$ cat src/rtl/muldiv_unit.sv
`default_nettype none
// =============================================================================
// muldiv_unit : iterative RV32M multiply/divide, fixed 33-cycle latency.
// Divider datapath built only when MULDIV_DIV_EN is defined.    Rev 1.0
// =============================================================================
module muldiv_unit (
   input  logic        clk,
   input  logic        rst,
   input  logic        start_i,
   input  logic [2:0]  funct3_i,
   input  logic [31:0] op_a_i,
   input  logic [31:0] op_b_i,
   input  logic        flush_i,
   output logic        busy_o,
   output logic        done_o,
   output logic [31:0] result_o,
   output logic        illegal_o
);
   typedef enum logic [1:0] {
      S_IDLE = 2'd0,
      S_CALC = 2'd1,
      S_FIX  = 2'd2,
      S_DONE = 2'd3
   } state_e;

   state_e      state_q;
   logic [5:0]  cnt_q;
   logic [1:0]  op_q;
   logic        neg_q;
   logic [63:0] acc_q, acc_d;
   logic [31:0] mag_q;
   logic [31:0] result_q, result_d;
   logic        busy_q, done_q, illegal_q;

   logic        w_sa, w_sb, w_neg_a, w_neg_b, w_illegal, w_neg0;
   logic [31:0] w_abs_a, w_abs_b, w_mag0;
   logic [63:0] w_acc0;
   logic [32:0] w_sum;
   logic [63:0] w_prod;
`ifdef MULDIV_DIV_EN
   logic        div_q, bzero_q;
   logic [32:0] rem_q, rem_d;
   logic [33:0] w_trial;
   logic [31:0] w_quo, w_rem;
`endif

   // Operand signedness and launch values, derived from the incoming op.
   always_comb begin
      w_sa    = funct3_i[2] ? ~funct3_i[0] : (funct3_i[1:0] != 2'b11);
      w_sb    = funct3_i[2] ? ~funct3_i[0] : ~funct3_i[1];
      w_neg_a = w_sa & op_a_i[31];
      w_neg_b = w_sb & op_b_i[31];
      w_abs_a = w_neg_a ? (~op_a_i + 32'd1) : op_a_i;
      w_abs_b = w_neg_b ? (~op_b_i + 32'd1) : op_b_i;
      w_acc0  = {32'd0, w_abs_b};
      w_mag0  = w_abs_a;
      w_neg0  = w_neg_a ^ w_neg_b;
`ifdef MULDIV_DIV_EN
      w_illegal = 1'b0;
      if (funct3_i[2]) begin
         w_acc0 = {32'd0, w_abs_a};
         w_mag0 = w_abs_b;
         w_neg0 = funct3_i[1] ? w_neg_a : (w_neg_a ^ w_neg_b);
      end
`else
      w_illegal = funct3_i[2];
`endif
   end

   // Multiply: acc = {partial sum, remaining multiplier}. Divide: acc[31:0]
   // shifts dividend bits out the top while quotient bits enter at the bottom.
   always_comb begin
      w_sum    = {1'b0, acc_q[63:32]} + (acc_q[0] ? {1'b0, mag_q} : 33'd0);
      acc_d    = {w_sum, acc_q[31:1]};
      w_prod   = neg_q ? (~acc_q + 64'd1) : acc_q;
      result_d = (op_q == 2'b00) ? w_prod[31:0] : w_prod[63:32];
`ifdef MULDIV_DIV_EN
      w_trial = {rem_q, acc_q[31]} - {2'b00, mag_q};
      rem_d   = w_trial[33] ? {rem_q[31:0], acc_q[31]} : w_trial[32:0];
      w_quo   = neg_q ? (~acc_q[31:0] + 32'd1) : acc_q[31:0];
      w_rem   = neg_q ? (~rem_q[31:0] + 32'd1) : rem_q[31:0];
      if (div_q) begin
         acc_d = {32'd0, acc_q[30:0], ~w_trial[33]};
         if (op_q[1])
            result_d = w_rem;
         else if (bzero_q)
            result_d = 32'hFFFF_FFFF;
         else
            result_d = w_quo;
      end
`endif
   end

   always_ff @(posedge clk) begin
      if (rst) begin
         state_q   <= S_IDLE;
         cnt_q     <= '0;
         op_q      <= '0;
         neg_q     <= 1'b0;
         acc_q     <= '0;
         mag_q     <= '0;
         result_q  <= '0;
         busy_q    <= 1'b0;
         done_q    <= 1'b0;
         illegal_q <= 1'b0;
`ifdef MULDIV_DIV_EN
         div_q     <= 1'b0;
         bzero_q   <= 1'b0;
         rem_q     <= '0;
`endif
      end else begin
         done_q    <= 1'b0;
         illegal_q <= 1'b0;
         if (flush_i) begin
            state_q <= S_IDLE;
            busy_q  <= 1'b0;
         end else begin
            case (state_q)
               S_IDLE, S_DONE: begin
                  if (start_i && w_illegal) begin
                     state_q   <= S_DONE;
                     done_q    <= 1'b1;
                     illegal_q <= 1'b1;
                     result_q  <= '0;
                  end else if (start_i) begin
                     state_q <= S_CALC;
                     busy_q  <= 1'b1;
                     cnt_q   <= '0;
                     op_q    <= funct3_i[1:0];
                     neg_q   <= w_neg0;
                     acc_q   <= w_acc0;
                     mag_q   <= w_mag0;
`ifdef MULDIV_DIV_EN
                     div_q   <= funct3_i[2];
                     bzero_q <= (op_b_i == 32'd0);
                     rem_q   <= '0;
`endif
                  end else begin
                     state_q <= S_IDLE;
                  end
               end
               S_CALC: begin
                  acc_q <= acc_d;
`ifdef MULDIV_DIV_EN
                  rem_q <= rem_d;
`endif
                  cnt_q <= cnt_q + 6'd1;
                  if (cnt_q == 6'd31)
                     state_q <= S_FIX;
               end
               S_FIX: begin
                  result_q <= result_d;
                  busy_q   <= 1'b0;
                  done_q   <= 1'b1;
                  state_q  <= S_DONE;
               end
               default: state_q <= S_IDLE;
            endcase
         end
      end
   end

   assign busy_o    = busy_q;
   assign done_o    = done_q;
   assign result_o  = result_q;
   assign illegal_o = illegal_q;

endmodule
`default_nettype wire

$ cat config.mk
export PLATFORM = sky130hd
export DESIGN_NAME = muldiv_unit
export DESIGN_NICKNAME = d
export VERILOG_FILES = /design/src/rtl/muldiv_unit.sv
export SDC_FILE = /design/constraint.sdc
export NUM_CORES = 1
export LEC_CHECK = 0
export CAP_MARGIN = 20
export CORE_MARGIN = 2
export CORE_UTILIZATION = 50
export DETAILED_ROUTE_END_ITERATION = 7
export GPL_ROUTABILITY_DRIVEN = 0
export GPL_TIMING_DRIVEN = 0
export PLACE_DENSITY_LB_ADDON = 0.08
export SETUP_SLACK_MARGIN = 0.05
export SLEW_MARGIN = 20
export SYNTH_ARGS = -nofsm -noshare
export SYNTH_HDL_FRONTEND = slang
export SYNTH_SLANG_ARGS = --single-unit
$ cat constraint.sdc
create_clock -name clk -period 3.7 [get_ports clk]
set_input_delay 0.74 -clock clk [delete_from_list [all_inputs] [get_ports clk]]
set_output_delay 0.74 -clock clk [all_outputs]
set_load 0.02 [all_outputs]
==> metrics.txt <==
# TYPE chip_impl_metric gauge
chip_impl_metric{name="ctsHtreeMaxLevel",unit=""} 4
chip_impl_metric{name="required_time_worst_endpoint",unit="ns"} 4.05
chip_impl_metric{name="powerDensity",unit="mW/mm^2"} 356
chip_impl_metric{name="height_of_the_die",unit="um"} 147
chip_impl_info{name="unrepaired_setup_endpoints_after_global_routing",value="no"} 1
chip_impl_info{name="critPathLaunchType",value="input port"} 1
chip_impl_metric{name="detailedPlace.worstSlack",unit="ns"} -0.540
chip_impl_metric{name="comb_power_share",unit="%"} 18.8
chip_impl_metric{name="post_synth_instance_area",unit="sq mm"} 0.0102
chip_impl_metric{name="power_switching",unit="mW"} 1.32
chip_impl_metric{name="placed_cell_area",unit="sq mm"} 0.0115
chip_impl_metric{name="timing.max_cap.violations",unit=""} 0
chip_impl_metric{name="grt_start_max_net_pins",unit=""} 17
chip_impl_metric{name="clock_sink_count",unit=""} 142
chip_impl_metric{name="numPlacedInstances",unit=""} 1719
chip_impl_metric{name="fin_worst_skew",unit="ns"} 0.0112
chip_impl_metric{name="dp_hpwl",unit="um"} 25700
chip_impl_metric{name="postLayoutCellArea",unit="sq mm"} 0.0123
chip_impl_metric{name="area_growth_syn_to_layout",unit="%"} 20.7
chip_impl_info{name="synth_ff_type",value="sky130_fd_sc_hd__dfxtp_1"} 1
chip_impl_metric{name="timing.reg2reg.setup_slack",unit="ns"} 0.26
chip_impl_info{name="crit-reg2reg-launch",value="acc_q[2]"} 1
chip_impl_metric{name="vias_in_the_first_global_route",unit=""} 9698
chip_impl_metric{name="timing.final.ws_setup",unit="ns"} 0.246
chip_impl_metric{name="proportion_of_power_drawn_by_the_clock_network",unit="%"} 43.5
chip_impl_metric{name="final_layout_size_suffix_gt1_share",unit="%"} 4.67
chip_impl_metric{name="power.share.switching",unit="%"} 30.2
chip_impl_metric{name="final_hold_viol_count",unit=""} 0
chip_impl_metric{name="worst_slew_margin_rel",unit="%"} 40.6
chip_impl_metric{name="min_period",unit="ns"} 3.45
chip_impl_metric{name="drt_iter0_markers",unit=""} 929
chip_impl_info{name="run_status",value="finished clean"} 1
chip_impl_metric{name="port-buffer-count",unit=""} 103
chip_impl_metric{name="detailedRoute.firstPassIterationCount",unit=""} 5
chip_impl_metric{name="share_seq_of_total_power",unit="%"} 37.8
chip_impl_metric{name="p_int",unit="mW"} 3.05
chip_impl_metric{name="timing.hold.ws",unit="ns"} 0.459
chip_impl_metric{name="synth_enable_flop_cells",unit=""} 0
chip_impl_metric{name="drc",unit=""} 0
chip_impl_metric{name="cts.path.max_buffers",unit=""} 2
chip_impl_metric{name="tightest_slew",unit="ns"} 0.886
chip_impl_metric{name="hold_depth",unit=""} 2
chip_impl_metric{name="synth.yosys.seq_area_share",unit="%"} 28.0
chip_impl_metric{name="asyncSetResetFlopFracSynth",unit="%"} 0
chip_impl_metric{name="leakage",unit="nW"} 4.48
chip_impl_metric{name="vias",unit=""} 10800
chip_impl_metric{name="syn-instance-count",unit=""} 1345
chip_impl_metric{name="ys_warn_count",unit=""} 0
chip_impl_metric{name="fmaxAchievable",unit="MHz"} 290
chip_impl_metric{name="pin_count",unit=""} 106
chip_impl_metric{name="drt-total-wl",unit="um"} 33400
chip_impl_metric{name="antenna_found_initial",unit=""} 0
chip_impl_info{name="crit-reg2reg-capture",value="result_o[13]"} 1
chip_impl_metric{name="final.fill_count",unit=""} 1849
chip_impl_metric{name="yosysUniqueCellTypes",unit=""} 65
chip_impl_metric{name="clkLatencyLatePin",unit="ns"} 0.44
chip_impl_info{name="hold_path_startpoint",value="mag_q[31]"} 1
chip_impl_metric{name="postSynthAreaPerCell",unit="sq um"} 7.56
chip_impl_info{name="timing.setup.critical_path_class",value="in -> reg"} 1
chip_impl_metric{name="tritoncts.num_buffers",unit=""} 17
chip_impl_info{name="worstSetupEndpointType",value="flip-flop"} 1
chip_impl_metric{name="fin_tns_setup",unit="ns"} 0
chip_impl_info{name="crit_path_cell_trace",value="clkdlybuf4s50_1 -> nand2b_1 -> a211oi_1 -> nand2_1 -> nor2_1 -> o21ai_0 -> a2bb2oi_1 -> o31ai_1"} 1
chip_impl_metric{name="final.period_utilization",unit="%"} 93.4
chip_impl_metric{name="final-max-slew-violation-count",unit=""} 0
chip_impl_metric{name="num-nets-final",unit=""} 1577
chip_impl_metric{name="synth_seq_cells",unit=""} 142
chip_impl_metric{name="worstPathArrival",unit="ns"} 3.81
chip_impl_metric{name="initial_standard_cell_utilization_of_the_core",unit="%"} 50.6
chip_impl_metric{name="dieArea",unit="sq mm"} 0.0215
chip_impl_metric{name="avg_vias_per_cell",unit=""} 6.18
chip_impl_metric{name="die_x",unit="um"} 147
chip_impl_metric{name="antenna_cells",unit=""} 0
chip_impl_metric{name="drt-wirelength-per-cell",unit="um"} 19.1
chip_impl_info{name="worst_path_max_delay_cell",value="sky130_fd_sc_hd__a211oi_1"} 1
chip_impl_metric{name="slowest_stage_delay_on_critical_path",unit="ns"} 0.77
chip_impl_info{name="cts_tree",value="built"} 1
chip_impl_metric{name="setup-violations-final",unit=""} 0
chip_impl_metric{name="ant_nets",unit=""} 0
chip_impl_metric{name="power.ir.vdd_worst",unit="mV"} 0.303
chip_impl_metric{name="post_cts_repair_setup_buffers",unit=""} 0
chip_impl_metric{name="timing.critical_path.fanout_max",unit=""} 9
chip_impl_metric{name="layout.cells.non_filler",unit=""} 1749
chip_impl_metric{name="worst_r2r_path_depth",unit=""} 8
chip_impl_info{name="holdPathEnd",value="mag_q[31]"} 1
chip_impl_metric{name="global_route.overflow_total",unit=""} 0
chip_impl_metric{name="core",unit="sq mm"} 0.0201
chip_impl_metric{name="synthesized_netlist_net_count",unit=""} 1455
chip_impl_metric{name="placementRows",unit=""} 52
chip_impl_metric{name="clkSlewWorstSetupHoldPaths",unit="ns"} 0.06
chip_impl_metric{name="first_pass_grt_wire_length",unit="um"} 52900
chip_impl_info{name="ctsRootBufferMaster",value="sky130_fd_sc_hd__clkbuf_16"} 1
chip_impl_metric{name="overall_routing_resource_usage",unit="%"} 31.0
chip_impl_metric{name="hold_buffers",unit=""} 0
chip_impl_info{name="min_path_type",value="reg -> reg"} 1
stage by stage:
step / util, % / total power, mW
2_1_floorplan: - / 2.17
3_5_place_dp: 57.4 / 2.48
5_1_grt: 61.0 / 4.52
6_report: 61.0 / 4.37
4_1_cts: 60.8 / 4.35
3_3_place_gp: 57.4 / 2.47
logic make-up (layout without fill, tap and decap cells):
kind of cell	count (synthesis)	after routing	share of synthesized area (%)
buf+inv	113	247	4.18
xor+xnor	130	130	11.2
mux	7	7	0.689
fa+ha+maj	39	39	4.87
compound gates	401	401	26.2
simple gates	513	513	24.9
flops	142	142	28.0
flip-flops by register name, summed over array words and instances, names as in the netlist:
signal and cells:
op_q 2, acc_q 64, busy_o 1, result_o 32
state_q 2, done_o 1, illegal_o 1, neg_q 1
cnt_q 6, mag_q 32
cell usage after synthesis, drive strengths merged, types with 20 or more instances:
| cell type | instances | area (sq um) |
|---|---|---|
| a211oi | 31 | 233 |
| a21oi | 94 | 470 |
| and2 | 41 | 257 |
| clkbuf | 83 | 312 |
| dfxtp | 142 | 2840 |
| ha | 38 | 475 |
| inv | 25 | 93.8 |
| nand2 | 179 | 672 |
| nand3 | 23 | 115 |
| nor2 | 104 | 390 |
| nor3 | 29 | 150 |
| o211ai | 20 | 150 |
| o21ai | 80 | 400 |
| o31ai | 27 | 203 |
| o41ai | 20 | 175 |
| or3 | 27 | 169 |
| or4 | 22 | 173 |
| xnor2 | 46 | 403 |
| xor2 | 84 | 736 |
worst max path at each step:
| stage | start | endpoint | slack, ns | cells past startpoint |
|---|---|---|---|---|
| global placement | acc_q[0] | acc_q[59] | -0.51 | 11 |
| detailed placement | acc_q[0] | acc_q[59] | -0.54 | 11 |
| floorplan | acc_q[0] | acc_q[61] | 0.47 | 12 |
| global route | start_i | acc_q[63] | 0.06 | 8 |
| CTS | acc_q[0] | acc_q[59] | 0.04 | 13 |
| finish | start_i | acc_q[63] | 0.25 | 8 |
what timing repair did:
item,CTS,global route
setup endpoints to repair,12,24
gates resized for setup,6,16
pin swaps,0,2
power by group through the flow:
stage                     logic [mW]  registers [mW]  clock network [mW]
after CTS                      0.805            1.64                1.90
after global routing           0.898            1.65                1.97
final                          0.820            1.65                1.90
after floorplan                0.514            1.65                   0
after global placement         0.788            1.68                   0
after detailed placement       0.799            1.68                   0
critical path: cells and delay by family:
kind            cells  cell delay [ns]
simple gates        3             1.22
compound gates      4             1.30
buf+inv             1             0.54
placed cells by master (no fill, tap or decap), types with 17 or more instances in the layout:
master / n
sky130_fd_sc_hd__a211oi_1: 30
sky130_fd_sc_hd__a21o_1: 18
sky130_fd_sc_hd__a21oi_1: 91
sky130_fd_sc_hd__a31oi_1: 19
sky130_fd_sc_hd__and2_1: 41
sky130_fd_sc_hd__clkbuf_1: 78
sky130_fd_sc_hd__clkbuf_16: 17
sky130_fd_sc_hd__clkdlybuf4s50_1: 103
sky130_fd_sc_hd__dfxtp_1: 142
sky130_fd_sc_hd__ha_1: 38
sky130_fd_sc_hd__inv_1: 25
sky130_fd_sc_hd__nand2_1: 179
sky130_fd_sc_hd__nand3_1: 23
sky130_fd_sc_hd__nor2_1: 104
sky130_fd_sc_hd__nor3_1: 25
sky130_fd_sc_hd__o211ai_1: 20
sky130_fd_sc_hd__o21ai_0: 78
sky130_fd_sc_hd__o221ai_1: 18
sky130_fd_sc_hd__o31ai_1: 27
sky130_fd_sc_hd__o41ai_1: 20
sky130_fd_sc_hd__or3_1: 27
sky130_fd_sc_hd__or4_1: 20
sky130_fd_sc_hd__xnor2_1: 46
sky130_fd_sc_hd__xor2_1: 84
routing by layer:
| metal | track usage [%] | wire length [um] |
|---|---|---|
| met3 | 5.00 | 2720 |
| met5 | 0 | 0 |
| met1 | 45.4 | 15300 |
| met2 | 45.0 | 14200 |
| met4 | 12.8 | 1170 |
area by class of cell:
class                           count  area [sq um]  share of cell area [%]
Tap cell                          270           338                    2.75
Inverter                           25          93.8                   0.765
Clock buffer                       19           453                    3.69
Timing Repair Buffer              104          1040                    8.47
Clock inverter                     12           183                    1.49
Buffer                             87           335                    2.73
Sequential cell                   142          2840                    23.2
Multi-Input combinational cell   1090          6980                    56.9
(Power assumes the default switching activity.)
